===== config.mk =====
export PLATFORM = sky130hd
export DESIGN_NAME = floor_color_sequencer
export DESIGN_NICKNAME = d
export VERILOG_FILES = /design/src/rtl/floor_color_sequencer.sv
export SDC_FILE = /design/constraint.sdc
export NUM_CORES = 1
export LEC_CHECK = 0
export CAP_MARGIN = 15
export CELL_PAD_IN_SITES_DETAIL_PLACEMENT = 0
export CELL_PAD_IN_SITES_GLOBAL_PLACEMENT = 2
export CORE_MARGIN = 2
export CORE_UTILIZATION = 35
export DETAILED_ROUTE_END_ITERATION = 7
export PLACE_DENSITY_LB_ADDON = 0.1
export REMOVE_ABC_BUFFERS = 1
export SLEW_MARGIN = 40
export SYNTH_ARGS = -nofsm -noshare
export SYNTH_HDL_FRONTEND = slang
export SYNTH_SLANG_ARGS = --single-unit

===== constraint.sdc =====
create_clock -name clk -period 4.3 [get_ports clk]
set_input_delay 0.645 -clock clk [delete_from_list [all_inputs] [get_ports clk]]
set_output_delay 0.645 -clock clk [all_outputs]
set_load 0.01 [all_outputs]

===== src/rtl/floor_color_sequencer.sv =====
// Floor colour sequencer: drives the top/bottom and middle band colours of
// the three-band floor renderer. Walks a fixed per-level palette with a
// channel-by-channel fade and overrides both bands with a white flash.
// All visible changes land on the edge where frame_start is high.
//
// state | meaning
// IDLE  | colours settled on the palette entry for level
// FADE  | stepping channels toward the palette entry for level
// FLASH | both bands white; previous colours parked in shadow regs
module floor_color_sequencer #(
    parameter int NUM_LEVELS   = 4,
    parameter int FADE_DIV     = 2,
    parameter int FLASH_FRAMES = 8
) (
    input  logic        clk,
    input  logic        rst,
    input  logic        frame_start,
    input  logic        level_up,
    input  logic        flash_req,
    output logic [11:0] topColor,
    output logic [11:0] midColor,
    output logic [1:0]  level,
    output logic        busy
);

    typedef enum logic [1:0] {IDLE, FADE, FLASH} state_t;

    localparam logic [3:0] DIV_LOAD   = 4'(FADE_DIV - 1);
    localparam logic [3:0] FLASH_LOAD = 4'(FLASH_FRAMES - 1);
    localparam logic [1:0] LAST_LEVEL = 2'(NUM_LEVELS - 1);
    localparam logic [11:0] WHITE     = 12'hFFF;

    function automatic logic [11:0] pal_top(input logic [1:0] idx);
        case (idx)
            2'd0:    return 12'h00F;
            2'd1:    return 12'h0A0;
            2'd2:    return 12'hA0A;
            default: return 12'hF80;
        endcase
    endfunction

    function automatic logic [11:0] pal_mid(input logic [1:0] idx);
        case (idx)
            2'd0:    return 12'h888;
            2'd1:    return 12'h444;
            2'd2:    return 12'h666;
            default: return 12'h222;
        endcase
    endfunction

    // One unsigned step of a 4-bit channel toward its target, never wrapping.
    function automatic logic [3:0] step_ch(input logic [3:0] cur, input logic [3:0] tgt);
        if (cur < tgt)
            return cur + 4'd1;
        else if (cur > tgt)
            return cur - 4'd1;
        else
            return cur;
    endfunction

    function automatic logic [11:0] step_color(input logic [11:0] cur, input logic [11:0] tgt);
        return {step_ch(cur[11:8], tgt[11:8]),
                step_ch(cur[7:4],  tgt[7:4]),
                step_ch(cur[3:0],  tgt[3:0])};
    endfunction

    state_t      state, state_next;
    logic [11:0] top_next, mid_next;
    logic [11:0] shadow_top, shadow_mid, shadow_top_next, shadow_mid_next;
    logic [1:0]  level_next;
    logic [3:0]  div_cnt, div_next, flash_cnt, flash_next;
    logic        pend_lvl, pend_flash, pend_lvl_next, pend_flash_next;
    logic        busy_next;
    logic        pl, pf, start_flash;
    logic [11:0] tgt_top, tgt_mid, stepped_top, stepped_mid;

    // Next-state, colour and counter decisions; only frame_start edges move the FSM.
    always_comb begin
        state_next      = state;
        top_next        = topColor;
        mid_next        = midColor;
        shadow_top_next = shadow_top;
        shadow_mid_next = shadow_mid;
        level_next      = level;
        div_next        = div_cnt;
        flash_next      = flash_cnt;
        start_flash     = 1'b0;
        // Requests in the same cycle as frame_start are serviced on that frame.
        pl              = pend_lvl | level_up;
        pf              = pend_flash | flash_req;
        pend_lvl_next   = pl;
        pend_flash_next = pf;
        tgt_top         = pal_top(level);
        tgt_mid         = pal_mid(level);
        stepped_top     = step_color(topColor, tgt_top);
        stepped_mid     = step_color(midColor, tgt_mid);

        if (frame_start) begin
            case (state)
                IDLE: begin
                    if (pf) begin
                        start_flash = 1'b1;
                    end else if (pl) begin
                        level_next    = (level == LAST_LEVEL) ? 2'd0 : level + 2'd1;
                        div_next      = DIV_LOAD;
                        pend_lvl_next = 1'b0;
                        state_next    = FADE;
                    end
                end
                FADE: begin
                    if (pf) begin
                        start_flash = 1'b1;
                    end else if (div_cnt != 4'd0) begin
                        div_next = div_cnt - 4'd1;
                    end else begin
                        div_next = DIV_LOAD;
                        top_next = stepped_top;
                        mid_next = stepped_mid;
                        if (stepped_top == tgt_top && stepped_mid == tgt_mid)
                            state_next = IDLE;
                    end
                end
                FLASH: begin
                    if (pf) begin
                        flash_next      = FLASH_LOAD;
                        pend_flash_next = 1'b0;
                    end else if (flash_cnt != 4'd0) begin
                        flash_next = flash_cnt - 4'd1;
                    end else begin
                        // div_cnt was frozen during the flash, so an interrupted fade picks up where it left off.
                        top_next   = shadow_top;
                        mid_next   = shadow_mid;
                        state_next = (shadow_top != tgt_top || shadow_mid != tgt_mid) ? FADE : IDLE;
                    end
                end
                default: state_next = IDLE;
            endcase
        end

        if (start_flash) begin
            shadow_top_next = topColor;
            shadow_mid_next = midColor;
            top_next        = WHITE;
            mid_next        = WHITE;
            flash_next      = FLASH_LOAD;
            pend_flash_next = 1'b0;
            state_next      = FLASH;
        end

        busy_next = (state_next != IDLE);
    end

    // State, output and bookkeeping registers with synchronous reset.
    always_ff @(posedge clk) begin
        if (rst) begin
            state      <= IDLE;
            topColor   <= 12'h00F;
            midColor   <= 12'h888;
            shadow_top <= 12'h000;
            shadow_mid <= 12'h000;
            level      <= 2'd0;
            div_cnt    <= 4'd0;
            flash_cnt  <= 4'd0;
            pend_lvl   <= 1'b0;
            pend_flash <= 1'b0;
            busy       <= 1'b0;
        end else begin
            state      <= state_next;
            topColor   <= top_next;
            midColor   <= mid_next;
            shadow_top <= shadow_top_next;
            shadow_mid <= shadow_mid_next;
            level      <= level_next;
            div_cnt    <= div_next;
            flash_cnt  <= flash_next;
            pend_lvl   <= pend_lvl_next;
            pend_flash <= pend_flash_next;
            busy       <= busy_next;
        end
    end

endmodule


* After elaboration in Yosys (flattened, before gate mapping)
Cells that the tools add are included.
W data, S select, Z words.
** Word-level totals
- Bits in registers :: 63
- Input bits :: 5
- Output and inout bits :: 27
- Word-level logic and storage cells :: 143
** Cells by class
- $add $sub $neg :: 15
- $lt $le $gt $ge :: 12
- Eq/ne operators :: 19
- Multiplexer cells :: 58
- Bitwise logic cells :: 3
- Reductions and logical operators :: 22
** Operators with widths (count)
- $mux W12 :: 10
- $mux W4 :: 18
- $pmux W12 S3 :: 2
- $pmux W12 S2 :: 2
- $sub A4 B1 Y4 const B :: 8
- $add A4 B1 Y4 const B :: 6
- $eq A12 B12 Y1 :: 2
- $gt A4 B4 Y1 :: 6
- $lt A4 B4 Y1 :: 6
- $ne A12 B12 Y1 :: 2
- $mux W11 :: 2
- $mux W2 :: 10
- $ne A2 B2 Y1 const B :: 6
- $ne A3 B3 Y1 const B :: 4
- $reduce_and A6 Y1 :: 2
- $reduce_bool A2 Y1 :: 6
- $mux W1 :: 9
- $mux W3 :: 3
- $pmux W4 S2 :: 1
- $reduce_bool A4 Y1 :: 2
- $eq A2 B2 Y1 const B :: 3
- $pmux W2 S3 :: 1
- $reduce_and A3 Y1 :: 2
- $reduce_bool A3 Y1 :: 2
- 10 further kinds :: 14

* Logic depth before layout (Yosys ltp)
- Depth after elaboration :: 14
- Gate-level depth with buffers :: 14
- Gate-level depth less buffers :: 13

* Least setup slack after synthesis
OpenSTA, ideal clock, no wires.
- Path kind :: reg-to-reg
- Start :: register level[0]
- End :: register busy
- Library setup time :: 120 ps
- Data arrival time :: 3366 ps
- Data required time :: 4180 ps
- Setup slack :: 814 ps
- Cell stages (with the launch flop) :: 14
- Buffers on the path :: 1
- Period minus slack after synthesis :: 3486 ps
- Path through :: dfxtp_1 -> inv_1 -> ha_1 -> or2_0 -> buf_2 -> ha_1 -> and4b_1 -> or4_1 -> mux2i_1 -> xor2_1 -> or4b_1 -> a221oi_2 -> a21oi_1 -> or2_1
** On the way
- Cells in the longest elaborated chain, start to end :: 14
- Elaborated cells between the ends (all ways) :: 45
- Classes of those cells :: order compare: 12; eq/ne: 6; mux: 23; reduce/logical: 4
** Ends and longest elaborated chain
- start: declaration :: line 22 : output logic [1:0] level,
- start signal: assignment :: line 173 : level <= level_next;
- $eq A2 B2 Y1, or another cell as far along :: line 34, 43
- $pmux W12 S3, on equally long branches :: line 34, 43
- $gt A4 B4 Y1 :: line 55 : else if (cur > tgt)
- $mux W4 :: line 55
- $mux W4 :: line 53 : if (cur < tgt)
- $eq A12 B12 Y1 :: line 119 : if (stepped_top == tgt_top && stepped_mid == tgt_mid)
- $logic_and A1 B1 Y1 :: line 119
- $mux W2 :: line 119
- $mux W2 :: line 113 : end else if (div_cnt != 4'd0) begin
- $mux W2 :: line 111 : if (pf) begin
- $pmux W2 S3 (*) :: line 99 : case (state)
- $mux W2 (*) :: line 98 : if (frame_start) begin
- $mux W2 (*) :: line 140 : if (start_flash) begin
- $reduce_bool A2 Y1 (*) :: line 150 : busy_next = (state_next != IDLE);
- end signal: assignment :: line 178 : busy <= busy_next;
- end: declaration :: line 23 : output logic busy
Every way passes the cells marked *; elsewhere a longest branch is shown, timed or not.
A chain may end at the register's enable or synchronous reset.

* Worst setup path in the final report
Same ends and word-level chain as after synthesis.

==> flow_metrics.env <==
export IMPL_syn_area_um2=4530
export IMPL_critPathMaxFanout=9
export IMPL_grt_pass1_wl_um=22200
export IMPL_ys_warn_count=0
export IMPL_finish_net_count=657
export IMPL_clockBufferDepth=2
export IMPL_place_gp_congestion=0.829
export IMPL_vias_per_cell=5.55
export IMPL_hp_class="reg2reg"
export IMPL_worstMarginPinSlew_ns=0.704
export IMPL_rsz0062_at_grt="no"
export IMPL_grt_overflow_total=0
export IMPL_cts_setup_buffers=0
export IMPL_diodes=0
export IMPL_clock_latency_ns=0.34
export IMPL_grt_usage_pct=20.3
export IMPL_antenna_left=0
export IMPL_clk_pin_slew_ns=0.06
export IMPL_powerDensity_nw_per_um2=390
export IMPL_start_util_pct=35.9
export IMPL_synthToLayoutAreaGrowth_pct=16.3
export IMPL_critical_path_class="reg2reg"
export IMPL_start_kind="flip-flop"
export IMPL_period_share_pct=90.2
export IMPL_status="complete, no violations"
export IMPL_cts_tree="done"
export IMPL_die_area_um2=13900
export IMPL_die_w_um=118
export IMPL_htreeDepth=3
export IMPL_drive_above_1_share_pct=6.49
export IMPL_synth_area_per_cell_um2=7.63
export IMPL_cp_data_required_time_ns=4.52
export IMPL_pre_cts_ws_ns=0.295
export IMPL_vias=4376
export IMPL_nFillCells=1311
export IMPL_synth_edf_count=0
export IMPL_cts_root_buf="clkbuf_16"
export IMPL_max_cap_violations=0
export IMPL_finalSetupTns_ns=0
export IMPL_synthCells=593
export IMPL_portBuffers=31
export IMPL_first_pass_iters=5
export IMPL_grt_antenna_before_repair=0
export IMPL_design_core_area_um2=12600
export IMPL_arrival_ns=4.10
export IMPL_drt_iter0_drc=304
export IMPL_routedWlPerCell_um=17.4
export IMPL_hold_violations=0
export IMPL_slew_headroom_pct=52.9
export IMPL_drc_errors=0
export IMPL_grt_max_degree=40
export IMPL_cp_end_kind="flip-flop"
export IMPL_finalCriticalPeriod_ns=3.88
export IMPL_fp_dieH_um=118
export IMPL_synth_sequential_area_ratio_pct=27.9
export IMPL_peakVddDrop_mv=0.175
export IMPL_yosysUniqueCellTypes=74
export IMPL_async_flop_share_pct=0
export IMPL_fin_worst_skew_ns=0.00948
export IMPL_fmax_ghz=0.258
export IMPL_p_leak_nw=2.06
export IMPL_ios=32
export IMPL_postSynth_topFlopCell="dfxtp_1"
export IMPL_cts_made_buffers=9
export IMPL_finalSetupViolations=0
export IMPL_fin_ws_ns=0.420
export IMPL_post_dp_hpwl_um=9700
export IMPL_clock_sinks=63
export IMPL_wl_um=13700
export IMPL_layout_cells_most_common_list="nand2_1, a21oi_1, dfxtp_1, nor2_1, ha_1"
export IMPL_finalPower_mw=2.05
export IMPL_finalMaxSlewViolations=0
export IMPL_synth_seq_cells=63
export IMPL_rows=41
export IMPL_grt_pass1_vias=4065
[final timing paths]
| kind | start | to | slack, ns | cells after the start |
|---|---|---|---|---|
| max | level[0] | busy | 0.42 | 12 |
| min | shadow_top[6] | shadow_top[6] | 0.48 | 2 |
| max reg2reg | level[0] | busy | 0.42 | 12 |
| min reg2reg | shadow_top[6] | shadow_top[6] | 0.48 | 2 |
[flip-flops by register name, summed over array words and instances, names as in the netlist]
signal / cells
flash_cnt: 4
div_cnt: 4
pend_lvl: 1
pend_flash: 1
state: 2
midColor: 12
shadow_top: 12
busy: 1
topColor: 12
shadow_mid: 12
level: 2
[worst max-delay path, stage by stage, from the launching register on]
cell	delay [ns]
dfxtp_1	0.41
inv_1	0.14
ha_1	0.24
or2_1	0.37
ha_1	0.36
and4b_1	0.19
or4_1	0.39
mux2i_1	0.28
xor2_1	0.12
or4b_1	0.54
a221oi_2	0.37
a21oi_1	0.13
or2_1	0.21
[report_power, final]
part / switching (mW) / leakage (nW) / total (mW) / internal [mW]
Sequential: 0.0697 / 0.516 / 0.696 / 0.626
Combinational: 0.405 / 1.42 / 0.704 / 0.299
Clock: 0.260 / 0.127 / 0.654 / 0.394
[layout make-up]
class                      instances  area (um2)  share of cell area, %
inverter                          28         105                   2.00
multi-input combinational        473        3060                   58.1
clock inverter                     2        10.0                  0.190
tap                              172         215                   4.09
clock buffer                      11         243                   4.61
sequential                        63        1260                   24.0
timing repair buffer              39         373                   7.09
[per-stage QoR]
step | cell area, um2 | utilization, % | instances | hold WS (ns)
finish | 5260 | 41.7 | 788 | 0.480
global route | 5260 | 41.7 | 788 | 0.499
CTS | 5260 | 41.7 | 788 | 0.476
detailed placement | 5010 | 39.7 | 775 | 0.466
global placement | 4990 | 39.5 | 773 | 0.463
floorplan | 4410 | - | 564 | 0.438
[metal layers]
metal | GRT usage [%] | routed length (um) | up-vias
met5 | 0 | 0 | -
met4 | 7.53 | 247 | 0
met3 | 3.20 | 355 | 18
met2 | 31.0 | 6140 | 73
met1 | 28.7 | 7000 | 2068
li1 | - | - | 2217
[Yosys cell counts, types with 3 or more instances]
cell type / count / area (um2)
a31oi_1: 6 / 37.5
a21o_1: 6 / 45.0
nor2b_1: 5 / 31.3
nand4b_1: 5 / 43.8
nor2_1: 41 / 154
a311oi_1: 3 / 26.3
mux2i_1: 5 / 50.1
inv_1: 28 / 105
a21oi_1: 82 / 410
ha_1: 38 / 475
or4_1: 11 / 82.6
dfxtp_1: 63 / 1260
nor3b_1: 3 / 22.5
nand3b_1: 3 / 22.5
nand4_1: 9 / 56.3
or3_1: 7 / 43.8
nand3_1: 9 / 45.0
a211oi_1: 19 / 143
nand2_1: 82 / 308
o21ai_0: 14 / 70.1
nor3_1: 24 / 120
xnor2_1: 6 / 52.6
o31ai_1: 3 / 22.5
clkbuf_1: 26 / 97.6
or2_2: 3 / 18.8
nand2b_1: 8 / 50.1
o211ai_1: 11 / 82.6
o22ai_1: 4 / 25.0
a211o_1: 3 / 26.3
and3_1: 5 / 31.3
xor2_1: 8 / 70.1
[cell families after synthesis]
kind of cell	synth area share [%]
flip-flops	27.9
buffers and inverters	4.92
AO/OA/AOI/OAI	25.5
adder cells (fa/ha/maj)	10.5
AND/OR/NAND/NOR	26.6
multiplexers	1.35
XOR/XNOR	3.21
[repair_timing]
| item | in CTS | in global routing |
|---|---|---|
| endpoints found under the hold margin | 0 | 0 |
| hold buffers | 0 | 0 |
| endpoints found under the setup margin | 0 | 1 |
| gates resized for setup | 0 | 1 |
(Power assumes the default switching activity.)
